===== src/rtl/cpu_pkg.sv =====
// cpu_pkg: shared CPU datapath widths, reset PC and fetch FSM encodings.
// Imported by instr_fetch_unit and fetch_pc_reg.
package cpu_pkg;

    localparam int          DEF_ADDR_W   = 16;
    localparam int          DEF_DATA_W   = 16;
    localparam int unsigned DEF_RESET_PC = 0;

    typedef enum logic [1:0] {
        S_IDLE  = 2'd0,
        S_ISSUE = 2'd1,
        S_WAIT  = 2'd2,
        S_HOLD  = 2'd3
    } fetch_state_e;

endpackage


===== src/rtl/fetch_pc_reg.sv =====
// fetch_pc_reg: program counter with async reset; load beats increment beats hold.
// Ports: clk, reset, load/load_addr (redirect), inc (advance by one), pc.
module fetch_pc_reg
    import cpu_pkg::*;
#(
    parameter int          ADDR_W   = DEF_ADDR_W,
    parameter int unsigned RESET_PC = DEF_RESET_PC
) (
    input  logic              clk,
    input  logic              reset,
    input  logic              load,
    input  logic [ADDR_W-1:0] load_addr,
    input  logic              inc,
    output logic [ADDR_W-1:0] pc
);

    logic [ADDR_W-1:0] pc_d;
    logic [ADDR_W-1:0] pc_q;

    // Increment wraps modulo 2^ADDR_W with no overflow flag.
    always_comb begin
        pc_d = pc_q;
        if (load) begin
            pc_d = load_addr;
        end else if (inc) begin
            pc_d = pc_q + ADDR_W'(1);
        end
    end

    always_ff @(posedge clk or posedge reset) begin
        if (reset) begin
            pc_q <= ADDR_W'(RESET_PC);
        end else begin
            pc_q <= pc_d;
        end
    end

    assign pc = pc_q;

endmodule


===== src/rtl/instr_fetch_unit.sv =====
// instr_fetch_unit: fetch FSM driving BRAM port A, instruction register and
// valid/ready handshake to the decoder; execute may redirect the PC.
// Ports: clk, reset, stall, redirect_valid/addr, mem_en/addr/rdata,
// instr, instr_pc, instr_valid, instr_ready.
// Build option FETCH_COUNT_EN adds fetch_count (completed handshakes).
module instr_fetch_unit
    import cpu_pkg::*;
#(
    parameter int          ADDR_W   = DEF_ADDR_W,
    parameter int          DATA_W   = DEF_DATA_W,
    parameter int unsigned RESET_PC = DEF_RESET_PC
) (
    input  logic              clk,
    input  logic              reset,
    input  logic              stall,
    input  logic              redirect_valid,
    input  logic [ADDR_W-1:0] redirect_addr,
    output logic              mem_en,
    output logic [ADDR_W-1:0] mem_addr,
    input  logic [DATA_W-1:0] mem_rdata,
    output logic [DATA_W-1:0] instr,
    output logic [ADDR_W-1:0] instr_pc,
    output logic              instr_valid,
    input  logic              instr_ready
`ifdef FETCH_COUNT_EN
    ,
    output logic [31:0]       fetch_count
`endif
);

    fetch_state_e      state_d, state_q;
    logic [DATA_W-1:0] instr_d, instr_q;
    logic [ADDR_W-1:0] instr_pc_d, instr_pc_q;
    logic              valid_d, valid_q;
    logic [ADDR_W-1:0] pc;
    logic              pc_load;
    logic              pc_inc;

    fetch_pc_reg #(
        .ADDR_W   (ADDR_W),
        .RESET_PC (RESET_PC)
    ) u_pc (
        .clk       (clk),
        .reset     (reset),
        .load      (pc_load),
        .load_addr (redirect_addr),
        .inc       (pc_inc),
        .pc        (pc)
    );

    assign mem_addr = pc;
    assign mem_en   = (state_q == S_ISSUE) && !stall && !redirect_valid;

    // Redirect overrides every non-idle state; a read still in flight
    // during S_WAIT is dropped by simply not capturing mem_rdata.
    always_comb begin
        state_d    = state_q;
        instr_d    = instr_q;
        instr_pc_d = instr_pc_q;
        valid_d    = valid_q;
        pc_load    = 1'b0;
        pc_inc     = 1'b0;
        unique case (state_q)
            S_IDLE: begin
                state_d = S_ISSUE;
            end
            S_ISSUE: begin
                if (redirect_valid) begin
                    pc_load = 1'b1;
                end else if (!stall) begin
                    state_d = S_WAIT;
                end
            end
            S_WAIT: begin
                if (redirect_valid) begin
                    pc_load = 1'b1;
                    state_d = S_ISSUE;
                end else begin
                    instr_d    = mem_rdata;
                    instr_pc_d = pc;
                    pc_inc     = 1'b1;
                    valid_d    = 1'b1;
                    state_d    = S_HOLD;
                end
            end
            S_HOLD: begin
                if (redirect_valid) begin
                    pc_load = 1'b1;
                    valid_d = 1'b0;
                    state_d = S_ISSUE;
                end else if (instr_ready) begin
                    valid_d = 1'b0;
                    state_d = S_ISSUE;
                end
            end
            default: begin
                state_d = S_IDLE;
            end
        endcase
    end

    always_ff @(posedge clk or posedge reset) begin
        if (reset) begin
            state_q    <= S_IDLE;
            instr_q    <= '0;
            instr_pc_q <= '0;
            valid_q    <= 1'b0;
        end else begin
            state_q    <= state_d;
            instr_q    <= instr_d;
            instr_pc_q <= instr_pc_d;
            valid_q    <= valid_d;
        end
    end

    assign instr       = instr_q;
    assign instr_pc    = instr_pc_q;
    assign instr_valid = valid_q;

`ifdef FETCH_COUNT_EN
    logic [31:0] count_d, count_q;

    // A handshake still counts when a redirect lands in the same cycle.
    always_comb begin
        count_d = count_q;
        if (valid_q && instr_ready) begin
            count_d = count_q + 32'd1;
        end
    end

    always_ff @(posedge clk or posedge reset) begin
        if (reset) begin
            count_q <= '0;
        end else begin
            count_q <= count_d;
        end
    end

    assign fetch_count = count_q;
`endif

endmodule


===== config.mk =====
export PLATFORM = sky130hd
export DESIGN_NAME = instr_fetch_unit
export DESIGN_NICKNAME = d
export VERILOG_FILES = /design/src/rtl/cpu_pkg.sv /design/src/rtl/fetch_pc_reg.sv /design/src/rtl/instr_fetch_unit.sv
export SDC_FILE = /design/constraint.sdc
export NUM_CORES = 1
export LEC_CHECK = 0
export CAP_MARGIN = 20
export CORE_ASPECT_RATIO = 1.1
export CORE_MARGIN = 2
export CORE_UTILIZATION = 45
export CTS_BUF_LIST = sky130_fd_sc_hd__clkbuf_4 sky130_fd_sc_hd__clkbuf_8
export CTS_CLUSTER_DIAMETER = 60
export DETAILED_ROUTE_END_ITERATION = 8
export HOLD_SLACK_MARGIN = 0.05
export PLACE_DENSITY = 0.8
export SLEW_MARGIN = 10
export SYNTH_ARGS = -nofsm -noshare
export SYNTH_HDL_FRONTEND = slang
export SYNTH_HIERARCHICAL = 1
export SYNTH_SLANG_ARGS = --single-unit

===== constraint.sdc =====
create_clock -name clk -period 2.3 [get_ports clk]
set_input_delay 0.46 -clock clk [delete_from_list [all_inputs] [get_ports clk]]
set_output_delay 0.46 -clock clk [all_outputs]
set_load 0.1 [all_outputs]

==> run metrics <==
Slew @ Worst Pin=0.641 ns; total gr overflow=0; R2R setup slack=0.36 ns; H-tree depth reported by CTS=2; FF-to-FF Start=state_q[0]$_DFFE_PP0P_; largest net degree at the start of global routing=36; adder-cell share of the synthesized area=2.53%; mapped cell area=2470 um2; root buf cell=clkbuf_8; worst hold path type=reg -> reg; Setup crit start=redirect_valid; initial antenna violation count=0; CP startpoint kind=input pin; vias in the first global route=1742; Seq/Total Area, Yosys=51.6%; Worst setup endpoint=mem_en; TritonCTS Sinks=51; Non-Filler Instances=360; post-synthesis simple-gate area fraction=11.3%; final hold slack=0.514 ns; delay-heaviest family, CP=buffers and inverters; Ys Warns=6; number of inserted diodes=0; status=finished, final reports clean; Post-Syn Instances=193; I/O pin cnt=87; commonest non-fill, non-tap cells in the layout=buf_4 (55), dfrtp_1 (51), clkdlybuf4s50_1 (36), mux2_4 (27), nand2_1 (21); Final Worst Setup Slack=0.248 ns; HPWL Detailed=3950 um; most common cell after layout, fill and taps aside=buf_4; Worst Skew=0.00605 ns; CTS resizes=0; Tcrit/Tclk final=89.2%; CP bufs+invs=3; worst reg2reg endpoint=u_pc/pc[13]$_DFFE_PP0P_; clock latency at the later pin of the worst-skew pair=0.30 ns; Setup Viol. Count Final=0; Final TNS setup=0 ns; Port-buffer cells=86; Final nets=326; Post-Syn Nets=235; Placed Instances=352; worst reg2reg path depth=7; crit path time final=2.05 ns; Fill cells=433; Core Region=5330 um2; largest family of logic cells by synthesized area=multiplexers; Synth Area in XOR/XNOR=4.61%; WL final=5350 um; die area=6100 um2; share of layout cells above drive strength 1=36.5%; row count=28; post-CTS setup buffer count=0; CP max stage cell=clkdlybuf4s50_1; die width=74.7 um; Die Y=81.7 um; CP endpoint kind=output pin; Final GP Congestion=0.766; CP Max Fanout=7; total number of vias=1786; register bit total from synthesis=51; post-DR wirelength/cell=14.9 um; global-route wire length before repair=8460 um; Worst EP required=1.84 ns; drt drc=0; antenna-violating nets left=0; DR pass1 iterations=4; initial core utilization=46.4%; CP Class=in -> out; cts hold-fix bufs=0; Total Routing Usage GR=18.2%; Initial DRC Count=65; CP Cell Sequence=clkdlybuf4s50_1 -> buf_4 -> nor3b_4 -> buf_12; vias per inst=4.96; synth unique cells=31; Final Hold Vio Count=0; mux contribution to synthesized area=20.7%; Clock Path Buffers=2; CP Data Arrival Time=1.59 ns; Crit path depth=4; MaxCap Viol Count=0; Crit path largest cell delay=0.48 ns; Layout area overhead=38.1%; Num CTS Buffers=5; f_max=487 MHz; Final Max Slew Viols=0; Compound-Gate Fraction of Synth Area=4.81%; Place WS=0.165 ns; Clock transition at path regs=0.09 ns; Mapped Avg Cell Area=12.8 um2; CTS tree=yes; RSZ-0062 raised after global routing=no; Rel. slew slack=57.2%
## registers in the layout (all words and copies together) (netlist names)
signal and flops:
instr 16, instr_pc 16, instr_valid 1, state_q 2, u_pc/pc 16
## layout make-up
class	instances	area (um2)	share of cell area (%)
flip-flops and latches	51	1280	37.4
inverters	7	26.3	0.770
repair buffers	92	793	23.2
multi-input cells	127	1110	32.4
clock buffers	6	82.6	2.42
clock inverters	2	35.0	1.03
well taps	75	93.8	2.75
## worst min-delay path by stage
stage	start	endpoint	cells past startpoint
finish	instr[7]$_DFFE_PP0P_	instr[7]$_DFFE_PP0P_	1
global route	instr[5]$_DFFE_PP0P_	instr[5]$_DFFE_PP0P_	1
CTS	instr[7]$_DFFE_PP0P_	instr[7]$_DFFE_PP0P_	1
detailed placement	instr[9]$_DFFE_PP0P_	instr[9]$_DFFE_PP0P_	1
global placement	instr[7]$_DFFE_PP0P_	instr[7]$_DFFE_PP0P_	1
floorplan	reset	u_pc/pc[0]$_DFFE_PP0P_	1
## Yosys cell counts
master	count	area [um2]
a22oi_1	1	7.51
and3_1	1	6.26
buf_12	2	40.0
buf_2	1	5.00
buf_6	1	11.3
buf_8	1	15.0
clkbuf_1	3	11.3
dfrtp_1	51	1280
ha_1	5	62.6
inv_1	7	26.3
mux2_2	6	67.6
mux2_4	27	405
mux2i_1	4	40.0
nand2_1	21	78.8
nand2b_1	1	6.26
nand3_1	5	25.0
nand4_1	4	25.0
nand4_4	1	21.3
nor2_1	3	11.3
nor2b_1	3	18.8
nor2b_2	1	8.76
nor3_1	4	20.0
nor3b_1	1	7.51
nor4_1	2	12.5
nor4_2	3	37.5
o21ai_0	17	85.1
o21ai_1	2	10.0
o21bai_1	1	7.51
o2bb2ai_1	1	8.76
xnor2_1	8	70.1
xor2_1	5	43.8
## stage by stage
stage | utilization [%] | cell area, um2
after floorplan | - | 2480
after global placement | 61.9 | 3300
after detailed placement | 61.9 | 3300
after CTS | 64.1 | 3410
after global routing | 64.1 | 3410
final | 64.1 | 3410
## layer usage
metal	global-route usage, %	wire [um]
met2	29.9	2620
met1	23.8	2330
met4	5.54	63
met5	0	0
met3	4.54	337
## logic make-up (layout without fill, tap and decap cells)
group	Yosys count	after routing
xor gates and xnor gates	13	13
muxes	37	37
adders and majority gates	5	5
AOI/OAI and AO/OA	22	22
buffers and inverters	15	107
and+or+nand+nor	50	50
DFF	51	51
Power is not shown: default switching activity piles up to over one toggle a cycle in this logic, so the estimate is an artifact.
